`src/rtl/spi_pkg.sv`:
```
// Shared definitions for the SPI target.
//   spi_state_t   : framing state (IDLE between frames, ACTIVE while selected)
//   SPI_MODE0..3  : {CPOL, CPHA} pairs for the four SPI clock modes
package spi_pkg;

   typedef enum logic {
      IDLE   = 1'b0,
      ACTIVE = 1'b1
   } spi_state_t;

   localparam logic [1:0] SPI_MODE0 = 2'b00;
   localparam logic [1:0] SPI_MODE1 = 2'b01;
   localparam logic [1:0] SPI_MODE2 = 2'b10;
   localparam logic [1:0] SPI_MODE3 = 2'b11;

endpackage

```
`src/rtl/spi_target_if.sv`:
```
// Bundle of the SPI pins and the system-side word interface of spi_target.
//   spi_clk, cs_n, mosi : asynchronous pins from the SPI master
//   miso                : serial data back to the master, 0 while deselected
//   tx_data             : word to transmit, sampled only when tx_load pulses
//   tx_load             : 1-cycle pulse, tx_data was captured this cycle
//   rx_data             : last complete received word, held between words
//   rx_valid            : 1-cycle pulse, rx_data has just been updated
//   frame_start         : 1-cycle pulse on a detected chip-select fall
//   busy                : high while a frame is in progress
// Handshake: there is no backpressure. rx_valid, tx_load and frame_start are
// single-cycle strobes; system logic must consume rx_data or provide tx_data
// in the cycle(s) around the strobe. tx_data must be stable whenever tx_load
// may fire (frame start or word completion).
interface spi_target_if #(parameter int WIDTH = 8);

   logic             spi_clk;
   logic             cs_n;
   logic             mosi;
   logic             miso;
   logic [WIDTH-1:0] tx_data;
   logic             tx_load;
   logic [WIDTH-1:0] rx_data;
   logic             rx_valid;
   logic             frame_start;
   logic             busy;

   modport slave (
      input  spi_clk, cs_n, mosi, tx_data,
      output miso, tx_load, rx_data, rx_valid, frame_start, busy
   );

   modport master (
      output spi_clk, cs_n, mosi, tx_data,
      input  miso, tx_load, rx_data, rx_valid, frame_start, busy
   );

endinterface

```
`src/rtl/spi_sync_edge.sv`:
```
// Multi-flop synchroniser for an asynchronous pin with rise/fall detection.
//   clk, rst  : system clock, synchronous active-high reset
//   din       : asynchronous input pin
//   rise/fall : 1-cycle pulses when the synchronised level changes
// All flops reset to RESET_VAL (the pin's idle level) so that releasing reset
// with the pin idle produces no edge.
module spi_sync_edge #(
   parameter int   STAGES    = 2,
   parameter logic RESET_VAL = 1'b0
) (
   input  logic clk,
   input  logic rst,
   input  logic din,
   output logic rise,
   output logic fall
);

   logic [STAGES-1:0] sync_q;
   logic              prev_q;

   always_ff @(posedge clk) begin
      if (rst) begin
         sync_q <= {STAGES{RESET_VAL}};
         prev_q <= RESET_VAL;
      end else begin
         sync_q <= {sync_q[STAGES-2:0], din};
         prev_q <= sync_q[STAGES-1];
      end
   end

   assign rise = sync_q[STAGES-1] & ~prev_q;
   assign fall = ~sync_q[STAGES-1] & prev_q;

endmodule

```
`src/rtl/spi_target.sv`:
```
// SPI target with configurable word width, clock mode and bit order.
//   clk, rst  : system clock, synchronous active-high reset
//   bus       : spi_target_if.slave (SPI pins plus word-level strobes)
//   state_dbg : current framing state
// Pins are oversampled in the clk domain; every pin event takes effect
// SYNC_STAGES+1 cycles after it happens.
module spi_target
   import spi_pkg::*;
#(
   parameter int WIDTH       = 8,
   parameter bit CPOL        = 1'b0,
   parameter bit CPHA        = 1'b0,
   parameter bit LSB_FIRST   = 1'b0,
   parameter int SYNC_STAGES = 2
) (
   input  logic          clk,
   input  logic          rst,
   spi_target_if.slave   bus,
   output spi_state_t    state_dbg
);

   localparam int CNT_W    = $clog2(WIDTH);
   localparam int SETTLE_W = $clog2(SYNC_STAGES + 2);

   logic sclk_rise, sclk_fall, cs_rise, cs_fall;
   logic [SYNC_STAGES-1:0] mosi_sync_q;
   logic mosi_s;

   spi_sync_edge #(.STAGES(SYNC_STAGES), .RESET_VAL(CPOL)) u_sclk_sync (
      .clk(clk), .rst(rst), .din(bus.spi_clk), .rise(sclk_rise), .fall(sclk_fall)
   );

   spi_sync_edge #(.STAGES(SYNC_STAGES), .RESET_VAL(1'b1)) u_cs_sync (
      .clk(clk), .rst(rst), .din(bus.cs_n), .rise(cs_rise), .fall(cs_fall)
   );

   // Same depth as the clock synchroniser, so the mosi sample seen together
   // with a detected clock edge is the pin value at that edge.
   always_ff @(posedge clk) begin
      if (rst) mosi_sync_q <= '0;
      else     mosi_sync_q <= {mosi_sync_q[SYNC_STAGES-2:0], bus.mosi};
   end
   assign mosi_s = mosi_sync_q[SYNC_STAGES-1];

   logic lead_edge, trail_edge, sample_edge, shift_edge;
   assign lead_edge   = CPOL ? sclk_fall : sclk_rise;
   assign trail_edge  = CPOL ? sclk_rise : sclk_fall;
   assign sample_edge = CPHA ? trail_edge : lead_edge;
   assign shift_edge  = CPHA ? lead_edge  : trail_edge;

   spi_state_t       state_q, state_d;
   logic [CNT_W-1:0] cnt_q;
   logic [WIDTH-1:0] rx_q, tx_q, rx_data_q;
   logic             rx_valid_q, tx_load_q, frame_start_q;
   logic             skip_q;
   logic [SETTLE_W-1:0] settle_q;
   logic             armed;

   // If reset is released while cs_n is still low, the cs synchroniser
   // flushes from its idle value and reports a fall within SYNC_STAGES
   // cycles. Frame starts are ignored until that window has passed, so an
   // interrupted frame is dropped until cs_n rises and falls again.
   assign armed = (settle_q == SETTLE_W'(SYNC_STAGES + 1));

   logic start, word_done, reload, stop;
   logic [WIDTH-1:0] rx_next, tx_next;

   assign rx_next = LSB_FIRST ? {mosi_s, rx_q[WIDTH-1:1]} : {rx_q[WIDTH-2:0], mosi_s};
   assign tx_next = LSB_FIRST ? {1'b0, tx_q[WIDTH-1:1]}   : {tx_q[WIDTH-2:0], 1'b0};

   always_comb begin
      state_d   = state_q;
      start     = 1'b0;
      word_done = 1'b0;
      reload    = 1'b0;
      stop      = 1'b0;
      case (state_q)
         IDLE: begin
            if (cs_fall && armed) begin
               state_d = ACTIVE;
               start   = 1'b1;
            end
         end
         ACTIVE: begin
            word_done = sample_edge && (cnt_q == CNT_W'(WIDTH - 1));
            if (cs_rise) begin
               state_d = IDLE;
               stop    = 1'b1;
            end
            // A word that completes as the frame closes is delivered, but no
            // new transmit word is fetched.
            reload = word_done && !cs_rise;
         end
         default: state_d = IDLE;
      endcase
   end

   always_ff @(posedge clk) begin
      if (rst) begin
         state_q       <= IDLE;
         cnt_q         <= '0;
         rx_q          <= '0;
         tx_q          <= '0;
         rx_data_q     <= '0;
         rx_valid_q    <= 1'b0;
         tx_load_q     <= 1'b0;
         frame_start_q <= 1'b0;
         skip_q        <= 1'b0;
         settle_q      <= '0;
      end else begin
         state_q       <= state_d;
         rx_valid_q    <= 1'b0;
         tx_load_q     <= 1'b0;
         frame_start_q <= 1'b0;
         if (!armed) settle_q <= settle_q + 1'b1;

         // skip_q holds the freshly loaded first bit through one shift edge:
         // for CPHA=1 that is the leading edge of every word; for CPHA=0 it
         // is the trailing edge right after a back-to-back reload.
         if (start) begin
            tx_q          <= bus.tx_data;
            tx_load_q     <= 1'b1;
            frame_start_q <= 1'b1;
            cnt_q         <= '0;
            skip_q        <= CPHA;
         end

         if (state_q == ACTIVE) begin
            if (sample_edge) begin
               rx_q  <= rx_next;
               cnt_q <= word_done ? '0 : cnt_q + 1'b1;
            end
            if (word_done) begin
               rx_data_q  <= rx_next;
               rx_valid_q <= 1'b1;
            end
            if (reload) begin
               tx_q      <= bus.tx_data;
               tx_load_q <= 1'b1;
               skip_q    <= 1'b1;
            end else if (shift_edge) begin
               if (skip_q) skip_q <= 1'b0;
               else        tx_q   <= tx_next;
            end
            if (stop) begin
               cnt_q <= '0;
               rx_q  <= '0;
            end
         end
      end
   end

   assign bus.miso        = (state_q == ACTIVE) ? (LSB_FIRST ? tx_q[0] : tx_q[WIDTH-1]) : 1'b0;
   assign bus.busy        = (state_q == ACTIVE);
   assign bus.rx_data     = rx_data_q;
   assign bus.rx_valid    = rx_valid_q;
   assign bus.tx_load     = tx_load_q;
   assign bus.frame_start = frame_start_q;
   assign state_dbg       = state_q;

endmodule
```
`src/flat_wrapper.sv`:
```
// flat-port wrapper written by rule: the top's interface ports become plain ports
module spi_target_flat import spi_pkg::*;
#(
   parameter int WIDTH       = 8,
   parameter bit CPOL        = 1'b0,
   parameter bit CPHA        = 1'b0,
   parameter bit LSB_FIRST   = 1'b0,
   parameter int SYNC_STAGES = 2
)
  (clk, rst, state_dbg, bus_spi_clk, bus_cs_n, bus_mosi, bus_tx_data, bus_miso, bus_tx_load, bus_rx_data, bus_rx_valid, bus_frame_start, bus_busy);
  spi_target_if #(.WIDTH(WIDTH)) bus_i ();
  input  logic clk;
  input  logic rst;
  output spi_state_t state_dbg;
  input wire logic [$bits(bus_i.spi_clk)-1:0] bus_spi_clk;
  input wire logic [$bits(bus_i.cs_n)-1:0] bus_cs_n;
  input wire logic [$bits(bus_i.mosi)-1:0] bus_mosi;
  input wire logic [$bits(bus_i.tx_data)-1:0] bus_tx_data;
  output wire logic [$bits(bus_i.miso)-1:0] bus_miso;
  output wire logic [$bits(bus_i.tx_load)-1:0] bus_tx_load;
  output wire logic [$bits(bus_i.rx_data)-1:0] bus_rx_data;
  output wire logic [$bits(bus_i.rx_valid)-1:0] bus_rx_valid;
  output wire logic [$bits(bus_i.frame_start)-1:0] bus_frame_start;
  output wire logic [$bits(bus_i.busy)-1:0] bus_busy;
  assign bus_i.spi_clk = bus_spi_clk;
  assign bus_i.cs_n = bus_cs_n;
  assign bus_i.mosi = bus_mosi;
  assign bus_i.tx_data = bus_tx_data;
  assign bus_miso = bus_i.miso;
  assign bus_tx_load = bus_i.tx_load;
  assign bus_rx_data = bus_i.rx_data;
  assign bus_rx_valid = bus_i.rx_valid;
  assign bus_frame_start = bus_i.frame_start;
  assign bus_busy = bus_i.busy;
  spi_target #(.WIDTH(WIDTH), .CPOL(CPOL), .CPHA(CPHA), .LSB_FIRST(LSB_FIRST), .SYNC_STAGES(SYNC_STAGES)) u_core (.clk(clk), .rst(rst), .bus(bus_i), .state_dbg(state_dbg));
endmodule
```
`config.mk`:
```
export PLATFORM = sky130hd
export DESIGN_NAME = spi_target_flat
export DESIGN_NICKNAME = d
export VERILOG_FILES = /design/src/rtl/spi_pkg.sv /design/src/rtl/spi_target_if.sv /design/src/rtl/spi_sync_edge.sv /design/src/rtl/spi_target.sv /design/src/flat_wrapper.sv
export SDC_FILE = /design/constraint.sdc
export NUM_CORES = 1
export LEC_CHECK = 0
export ABC_AREA = 1
export CORE_MARGIN = 4
export CORE_UTILIZATION = 57
export DETAILED_ROUTE_END_ITERATION = 12
export GPL_ROUTABILITY_DRIVEN = 1
export PLACE_DENSITY = 0.89
export SYNTH_ARGS = -nofsm -noshare
export SYNTH_HDL_FRONTEND = slang
export SYNTH_SLANG_ARGS = --single-unit
export TNS_END_PERCENT = 50
```
`constraint.sdc`:
```
create_clock -name clk -period 3.62 [get_ports clk]
set_input_delay 0.362 -clock clk [delete_from_list [all_inputs] [get_ports clk]]
set_output_delay 0.362 -clock clk [all_outputs]
set_load 0.05 [all_outputs]
```
==> reports/qor.txt <==
status - completed
crit path max-delay cell type - clkdlybuf4s50_1
cts repair resizes - 0
number of global-route vias before repair - 1444
arrival time of the worst setup path - 1940 ps
total stage count of the critical path - 3
Chip Height - 64.50 um
setup_tns - 0 ps
DRC - 0
internal cell power - 587.8 uW
total CTS buffers - 5
Finished Layout Cells - 325
layout cells sized above 1 - 0.06406
Die Span X - 64.50 um
Detail Placement HPWL - 2466 um
#FFs+latches synth - 41
Sink Count - 41
count leader, synth - nand2_1
CP startpoint - u_core.bus.busy$_SDFF_PP0_
Worst R2R Path Depth - 6
first-pass GRT wire length - 6341 um
Mapped Area - 0.001819 mm2
# hold bufs at CTS - 0
drt first pass iters - 4
critical-path cell list - nand2_1, inv_1, clkdlybuf4s50_1
Placed Cells - 318
Seq pwr share - 0.602
Slew Limit Fails - 0
Power, Total - 785.1 uW
CTS tree - done
Mean Syn Cell Area - 7.106 um2
Reg clk slew, reported paths - 120 ps
worst vdd ir - 0.0002763 V
worst min path class - flop to flop
required time of the critical path - 3260 ps
Async SR Flop Fraction - 0
core box area - 0.003053 mm2
CP Max Fanout - 10
routability cong. - 0.8301
clock power share - 0.299
FF-to-FF Start - u_core.cnt_q[0]$_SDFF_PP0_
max_slew headroom - 0.5030
cell area after layout - 0.002141 mm2
reg2reg setup slack - 1930 ps
Commonest cells post-synth - nand2_1, dfxtp_1, nand3_1
Comb power frac - 0.098
cells after synthesis - 256
Peak Freq - 434.0 MHz
Synth-to-Final Area Change - 17.68%
endpoints failing setup - 0
Post-CTS Setup Bufs - 0
initial core utilization - 0.5959
Avg WL per Cell - 11.33 um
clk_skew - 9.432 ps
worst-case clock buffer depth - 2
clk_lat worst skew - 350 ps
Tcrit/Tclk final - 0.6366
synth unique cells - 21
DP Area - 0.002082 mm2
Routed WL - 3682 um
Final #Nets - 297
worst r2r dst - u_core.tx_q[6]$_SDFF_PP0_
Worst setup SP type - flop
Die ar. - 0.004160 mm2
Rows - 20
top cells by area, synth - dfxtp_1, nand2_1, nand3_1, a21oi_1, inv_1
Critical Path End - bus_miso
total of max-cap violations - 0
IO Pins - 27
prevailing post-synth register cell - dfxtp_1
CP Capture Type - primary output
number of buffers added on ports - 26
antenna violations before repair - 0
Power Dens Cells - 366.7 mW/mm2
GR Util All Layers - 0.1921
Buf/Inv on CP - 2
Net Sw Power - 197.2 uW
final core utilization - 0.7012
Initial DRC Count - 159
largest net degree at the start of global routing - 24
synth warn - 0
CP delay by family, top - buffers and inverters
Leak - 0.9766 nW
Post-synth EDFFs - 0
critical setup path kind - flop to primary output
Final Critical Period - 2304 ps
Post-DRT Antenna Nets - 0
Worst-Margin Slew - 743.1 ps
Final Hold Viols - 0
Synth area leader - dfxtp_1
n_diodes - 0
Vias/cell - 5.040
via count - 1638
area share of the largest cell type after synthesis - 0.4512
RSZ-0062 raised after global routing - false
worst stage delay on the critical path - 800 ps
Seq/Total Area, Yosys - 0.4512
H-tree lvl count - 2
Congestion Overflow GR - 0
root buffer cell - clkbuf_4
syn nets - 272
switch share - 0.2512
## layer usage
| layer | share of wire | vias to the layer above | routed length (um) | global-route usage |
|---|---|---|---|---|
| met5 | 0 | - | 0 | 0 |
| met4 | 0.017 | 0 | 62 | 0.07916 |
| met3 | 0.059 | 7 | 217 | 0.05373 |
| met2 | 0.46 | 49 | 1686 | 0.2977 |
| met1 | 0.47 | 720 | 1715 | 0.2519 |
| li1 | - | 862 | - | - |
## cells in the final DEF, fill, tap and decap left out, drive strengths merged
cell type | synthesis | routed
nand2 | 58 | 58
dfxtp | 41 | 41
nand3 | 38 | 38
nor2 | 34 | 34
inv | 31 | 31
a21oi | 28 | 28
clkdlybuf4s50 | 0 | 26
o21ai | 10 | 10
clkbuf | 4 | 6
ha | 3 | 3
clkinv | 2 | 2
or2 | 2 | 2
xor2 | 1 | 1
clkinvlp | 0 | 1
## power groups by stage
stage / Sequential (mW) / Clock (mW) / Combinational [mW]
2_1_floorplan: 0.483 / 0 / 0.0503
3_3_place_gp: 0.483 / 0 / 0.0741
3_5_place_dp: 0.483 / 0 / 0.0769
4_1_cts: 0.473 / 0.239 / 0.0775
5_1_grt: 0.475 / 0.260 / 0.0870
6_report: 0.473 / 0.235 / 0.0772
## area by class of cell
class / count / area, um2
Tap cell: 44 / 55.05
Sequential cell: 41 / 820.8
Inverter: 33 / 123.9
Clock inverter: 1 / 7.507
Fill cell: 265 / 912.1
Multi-Input combinational cell: 174 / 822.0
Clock buffer: 6 / 51.30
Timing Repair Buffer: 26 / 260.3
## worst min path at each step
stage / from / endpoint / cells after the start
final: u_core.u_sclk_sync.sync_q[0]$_SDFF_PP0_ / u_core.u_sclk_sync.sync_q[1]$_SDFF_PP0_ / 2
after global routing: u_core.u_sclk_sync.sync_q[0]$_SDFF_PP0_ / u_core.u_sclk_sync.sync_q[1]$_SDFF_PP0_ / 2
after CTS: u_core.u_sclk_sync.sync_q[0]$_SDFF_PP0_ / u_core.u_sclk_sync.sync_q[1]$_SDFF_PP0_ / 2
after detailed placement: u_core.u_sclk_sync.sync_q[0]$_SDFF_PP0_ / u_core.u_sclk_sync.sync_q[1]$_SDFF_PP0_ / 2
after global placement: u_core.mosi_sync_q[0]$_SDFF_PP0_ / u_core.mosi_sync_q[1]$_SDFF_PP0_ / 2
after floorplan: u_core.mosi_sync_q[0]$_SDFF_PP0_ / u_core.mosi_sync_q[1]$_SDFF_PP0_ / 2
## tightest hold or removal path, cell delays in order (launching register included)
cell and delay (ps):
dfxtp_1 310, inv_1 40, nor2_1 30
## kinds of logic after synthesis
family,after synthesis,synth area share
buffers and inverters,41,0.09697
and+or+nand+nor,132,0.3219
adders and majority gates,3,0.02063
DFF,41,0.4512
AOI/OAI and AO/OA,38,0.1045
xor gates and xnor gates,1,0.004815
## stage by stage
step	hold slack [ps]	worst slack, ps
after CTS	411.7	1302
after global placement	388.8	1212
after floorplan	388.3	2055
final	409.6	1316
after detailed placement	395.8	1179
after global routing	442.6	1238
## sequential cells by signal (all words and copies together) (netlist names)
signal	count
u_core.rx_q	7
u_core.cnt_q	3
u_core.bus.busy	1
u_core.tx_q	8
u_core.bus.rx_data	8
u_core.u_sclk_sync.sync_q	2
u_core.bus.tx_load	1
u_core.u_sclk_sync.prev_q	1
u_core.settle_q	2
u_core.bus.rx_valid	1
u_core.skip_q	1
u_core.mosi_sync_q	2
u_core.u_cs_sync.prev_q	1
u_core.bus.frame_start	1
u_core.u_cs_sync.sync_q	2
No activity file was read; power rests on OpenSTA's default activity.
==> patch 1 (same flow settings) <==
`CPOL` is set to 1'b0 in 2 places; all go to 1'b1.
--- a/src/rtl/spi_target.sv
+++ b/src/rtl/spi_target.sv
@@ -8,7 +8,7 @@
    import spi_pkg::*;
 #(
    parameter int WIDTH       = 8,
-   parameter bit CPOL        = 1'b0,
+   parameter bit CPOL        = 1'b1,
    parameter bit CPHA        = 1'b0,
    parameter bit LSB_FIRST   = 1'b0,
    parameter int SYNC_STAGES = 2
--- a/src/flat_wrapper.sv
+++ b/src/flat_wrapper.sv
@@ -2,7 +2,7 @@
 module spi_target_flat import spi_pkg::*;
 #(
    parameter int WIDTH       = 8,
-   parameter bit CPOL        = 1'b0,
+   parameter bit CPOL        = 1'b1,
    parameter bit CPHA        = 1'b0,
    parameter bit LSB_FIRST   = 1'b0,
    parameter int SYNC_STAGES = 2
Function: changed (Yosys sat finds a counterexample within 10 cycles, from zero or initial values and one cycle with rst high).
==> patch 1 against the unedited design <==
- sequential cell count unchanged
- register-to-register slack improved by 0.15 ns
- area after synthesis increased by 2.5%
- worst setup slack got worse by 0.0065 ns
- wire length decreased by 1.4%
- total power decreased by 0.75%
- maximum frequency decreased by 0.28%
- cell area increased by 1.5%
- largest cell class unchanged
- largest power group unchanged
==> patch 1: results (changes against the unedited design) <==
The amount of wire on met2 after detailed routing is 1.669 mm (-1.0%). The global placement routability congestion was 0.8460 (+1.9%); the detailed placement HPWL was 2.517 mm (+2.1%). The tools report the number of global-route vias before repair as 1509 (+4.5%). Worst ir drop on vdd: 0.2190 mV (-21%). The tools report the final cell area excluding filler cells as 2173 sq um (+1.5%). Ranked by instance count, the synthesized netlist is headed by 52 x sky130_fd_sc_hd__nand2_1, 41 x sky130_fd_sc_hd__dfxtp_1, 35 x sky130_fd_sc_hd__nand3_1. The vias per cell works out to 5.065 (+0.49%).

The post-layout instance count excluding filler cells came out at 324 (-0.31%). The wire length of the first global-routing pass was 6.327 mm (-0.22%). The run gives 23 (-4.2%) as the pin count of the biggest net entering global routing. The global-route track usage on met3 was 4.615% (-0.76 points); the sum of met3 wire segment lengths after detailed routing was 181 um (-17%). The final worst-path cycle share is 63.84% (+0.18 points), and the cell area reported after detailed placement is 2115 sq um (+1.6%). The worst clock skew was 0.01645 ns (+0.007016 ns). The adder and majority cell fraction of the synthesized area is 2.013% (-0.050 points). The run gives 29.46% (-0.31 points) as the met2 usage in global routing. The flow ran to the end, and the final reports show no timing, DRC or antenna violations. The worst reg-to-reg setup slack is 2.08 ns (+0.15 ns), and the smallest hold slack is 0.4203 ns (+0.01065 ns).

The tools report the worst setup timing slack at the placement stage as 1.402 ns (+0.2236 ns). Sorting the synthesized cells by area gives the leading types as sky130_fd_sc_hd__dfxtp_1 44%, sky130_fd_sc_hd__nand2_1 10%, sky130_fd_sc_hd__nand3_1 9.4%. The tools report the relative contribution of sequential cells to total power as 60.8% (+0.6 points). The average cell area after synthesis works out to 7.311 sq um (+2.9%). For hold timing, the worst endpoint is u_core.u_sclk_sync.sync_q[1]. The endpoint identified for the worst register-to-register timing path is u_core.tx_q[0]. The logs give 0.7792 mW (-0.75%) for the final total power and 18.76% (-0.46 points) for the overall fraction of global-route tracks in use. The internal power summed over all cells is 0.5745 mW (-2.3%), and the post-synthesis sequential area ratio is 44.03% (-1.1 points). Routed wire length: 3.632 mm (-1.4%).

The number of cells on the worst reg-to-reg path works out to 7 (+1). The total nets after synthesis is 271 (-0.37%).
patch 1: cell types whose count changed in the layout (fill, tap and decap cells not counted), moves of 2 or more:
cell                       change
sky130_fd_sc_hd__nor2_1        -5
sky130_fd_sc_hd__nand2_2       +4
sky130_fd_sc_hd__inv_1         -3
sky130_fd_sc_hd__inv_2         +3
sky130_fd_sc_hd__nand2_1       -3
sky130_fd_sc_hd__clkinv_1      -2
sky130_fd_sc_hd__nand3_1       -2
sky130_fd_sc_hd__nand3_2       +2
sky130_fd_sc_hd__nor2_4        +2
sky130_fd_sc_hd__or2_2         +2
patch 1: layout make-up:
cell class | instances | area [sq um]
inverters | 31 | 116.4
repair buffers | 26 | 260.3
well taps | 44 | 55.05
clock buffers | 5 | 37.54
clock inverters | 3 | 21.27
fillers | 272 | 929.6
multi-input cells | 174 | 862.1
flip-flops and latches | 41 | 820.8
==> patch 2 (config.mk and constraints unchanged) <==
Made on the original files. Register the output `state_dbg` once more; this adds one clock of latency there. The other outputs are not delayed to match.
--- a/src/rtl/spi_target.sv
+++ b/src/rtl/spi_target.sv
@@ -156,6 +156,8 @@
    assign bus.rx_valid    = rx_valid_q;
    assign bus.tx_load     = tx_load_q;
    assign bus.frame_start = frame_start_q;
-   assign state_dbg       = state_q;
+   always_ff @(posedge clk) begin
+      state_dbg <= state_q;
+   end
 
 endmodule
Behaviour: not the same (a bounded check fails within 10 cycles, from zero or initial values and one cycle with rst high).
==> patch 2 against the unedited design <==
- area after synthesis is 2.1% lower
- sequential power is 1% higher
- first-iteration DRC count is 3.8% lower
- wire length is 1.3% lower
- critical path depth stayed put
- cell area is 0.58% lower
- worst setup slack better by 0.024 ns
- sequential cell count is 1 higher
- count of clock-buffer cells in the layout stayed put
- clock skew is 0.00081 ns lower
- total power is 7.6% higher
- critical path type unchanged
- largest power group unchanged
==> patch 2: results (changes against the unedited design) <==
The async set-or-reset flop fraction in the synthesized netlist works out to 0% (unchanged). The worst register-to-register path ends at u_core.tx_q[1]. The tools report the worst min-delay path endpoint as u_core.u_sclk_sync.sync_q[1]. The largest single stage delay on the critical path is 0.79 ns. The arrival time of data at the critical path endpoint is 1.92 ns (-0.02 ns), and the post-layout instance count excluding filler cells is 311 (-4.3%). By area the synthesized netlist is led by sky130_fd_sc_hd__dfxtp_1 47%, sky130_fd_sc_hd__nand2_1 13%, sky130_fd_sc_hd__a21oi_1 10%. The number of global-route vias before repair is 1498 (+3.7%).

The commonest cells after synthesis are 62 x sky130_fd_sc_hd__nand2_1, 42 x sky130_fd_sc_hd__dfxtp_1, 37 x sky130_fd_sc_hd__a21oi_1. The logs give 5 (unchanged) for the number of clock buffers inserted by TritonCTS and 0.9159 nW (-6.2%) for the leakage power figure. Startpoint of the worst register-to-register path: u_core.cnt_q[0].

The detailed placement HPWL came out at 2.513 mm (+1.9%). The number of antenna violations at the first check in global routing is 0 (unchanged), and the wire length of the first global-routing pass is 6.313 mm (-0.44%). Cell at the root of the clock tree: sky130_fd_sc_hd__clkbuf_4.

Total number of vias: 1595 (-2.6%). The maximum fanout encountered on the critical timing path is 11 (+1), and the filler cell count in the final layout is 254 (-4.2%). The antenna cell count is 0 (unchanged).

The number of warnings issued by yosys was 0 (unchanged); the overall fraction of global-route tracks in use was 19.52% (+0.31 points). The kind of cell with the highest combined delay along the critical path is buffers and inverters. The number of cells produced by synthesis is 242 (-5.5%).

The run finished with clean final reports. The tools report the routed wire length as 3.633 mm (-1.3%). The measured slew at the worst slew-check pin works out to 0.5441 ns (-0.1990 ns). The worst hold path belongs to the class register to register. The number of DRC markers after the initial detailed-route iteration is 153 (-3.8%). For the number of placed instances with taps included, the log shows 304 (-4.4%). The number of buffers added for setup after CTS is 0 (unchanged), and the fraction of layout instances using a drive strength above 1 is 8.614% (+2.2 points).

The smallest hold slack was 0.4120 ns (+0.002328 ns). The number of distinct standard cells referenced by the synthesized netlist is 23 (+9.5%), and the number of cells on the worst reg-to-reg path is 7 (+1). The H-tree depth came out at 2 (unchanged).

For the net total in the final layout, the log shows 283 (-4.7%). The number of buffer cells added on primary ports works out to 26 (unchanged). The detailed-routing iteration count for the pre-antenna-repair pass is 7 (+3). The logs give 258 (-5.1%) for the total nets after synthesis and 0.8680 (+4.6%) for the global placement routability congestion. The logs give 2047 sq um (-1.7%) for the cell area reported after detailed placement and 0.2846 mV (+3.0%) for the worst ir drop on vdd.

The run gives 1.68 ns (-0.25 ns) as the worst reg-to-reg setup slack. The worst clock skew is 0.008624 ns (-0.0008081 ns). Beginning of the worst hold path: u_core.u_sclk_sync.sync_q[0].

The post-synthesis sequential area ratio was 47.22% (+2.1 points). Clock-pin slew was measured on the worst setup and hold paths at 0.11 ns. Pin count of the biggest net entering global routing: 18 (-25%).
==> patch 2: cell count changes after synthesis, sizes merged, moves of 3 or more <==
cell	before	now
inv	31	19
nand3	38	26
a21oi	28	37
nand2	58	65
o21ai	10	5
nor2	34	31
==> patch 2: layout make-up <==
type | count | area, sq um | share of cell area (%)
Inverter | 19 | 71.32 | 3.351
Multi-Input combinational cell | 172 | 812.0 | 38.15
Tap cell | 44 | 55.05 | 2.587
Clock inverter | 1 | 30.03 | 1.411
Sequential cell | 42 | 840.8 | 39.51
Timing Repair Buffer | 27 | 267.8 | 12.58
Clock buffer | 6 | 51.30 | 2.410
==> patch 2: worst max-delay path by stage <==
| stage | from | end | slack, ns |
|---|---|---|---|
| 2_1_floorplan | u_core.bus.busy | bus_miso | 2.06 |
| 3_3_place_gp | u_core.cnt_q[0] | u_core.tx_q[2] | 1.74 |
| 3_5_place_dp | u_core.cnt_q[0] | u_core.tx_q[1] | 1.71 |
| 4_1_cts | u_core.bus.busy | bus_miso | 1.33 |
| 5_1_grt | u_core.bus.busy | bus_miso | 1.24 |
| 6_report | u_core.bus.busy | bus_miso | 1.34 |
==> patch 2: routing by layer <==
layer	vias to the layer above	routed length, um	track usage (%)
li1	823	-	-
met1	713	1569	22.69
met2	49	1801	32.65
met3	10	194	4.921
met4	0	68	10.51
met5	-	0	0
==> patch 2: cell families after synthesis <==
group                    share of synthesized area [%]
adder cells (fa/ha/maj)                          2.108
AND/OR/NAND/NOR                                  31.48
AO/OA/AOI/OAI                                    12.02
buffers and inverters                            7.168
flip-flops                                       47.22
==> patch 2: metrics by stage <==
stage | setup slack, ns | power [mW]
CTS | 1.330 | 0.8503
global route | 1.236 | 0.8811
detailed placement | 1.709 | 0.5512
finish | 1.340 | 0.8447
global placement | 1.737 | 0.5491
floorplan | 2.056 | 0.5277
==> patch 2: power by group <==
part | switching [mW] | internal [mW]
clock network | 0.143 | 0.161
registers | 0.00683 | 0.473
logic | 0.0350 | 0.0267
total | 0.184 | 0.660
==> patch 2: worst reg2reg max path, delay by kind of cell (launching register included) <==
kind	cells	cell delay, ns
adder cells (fa/ha/maj)	2	0.35
AO/OA/AOI/OAI	1	0.05
AND/OR/NAND/NOR	4	1.09
flip-flops	1	0.37
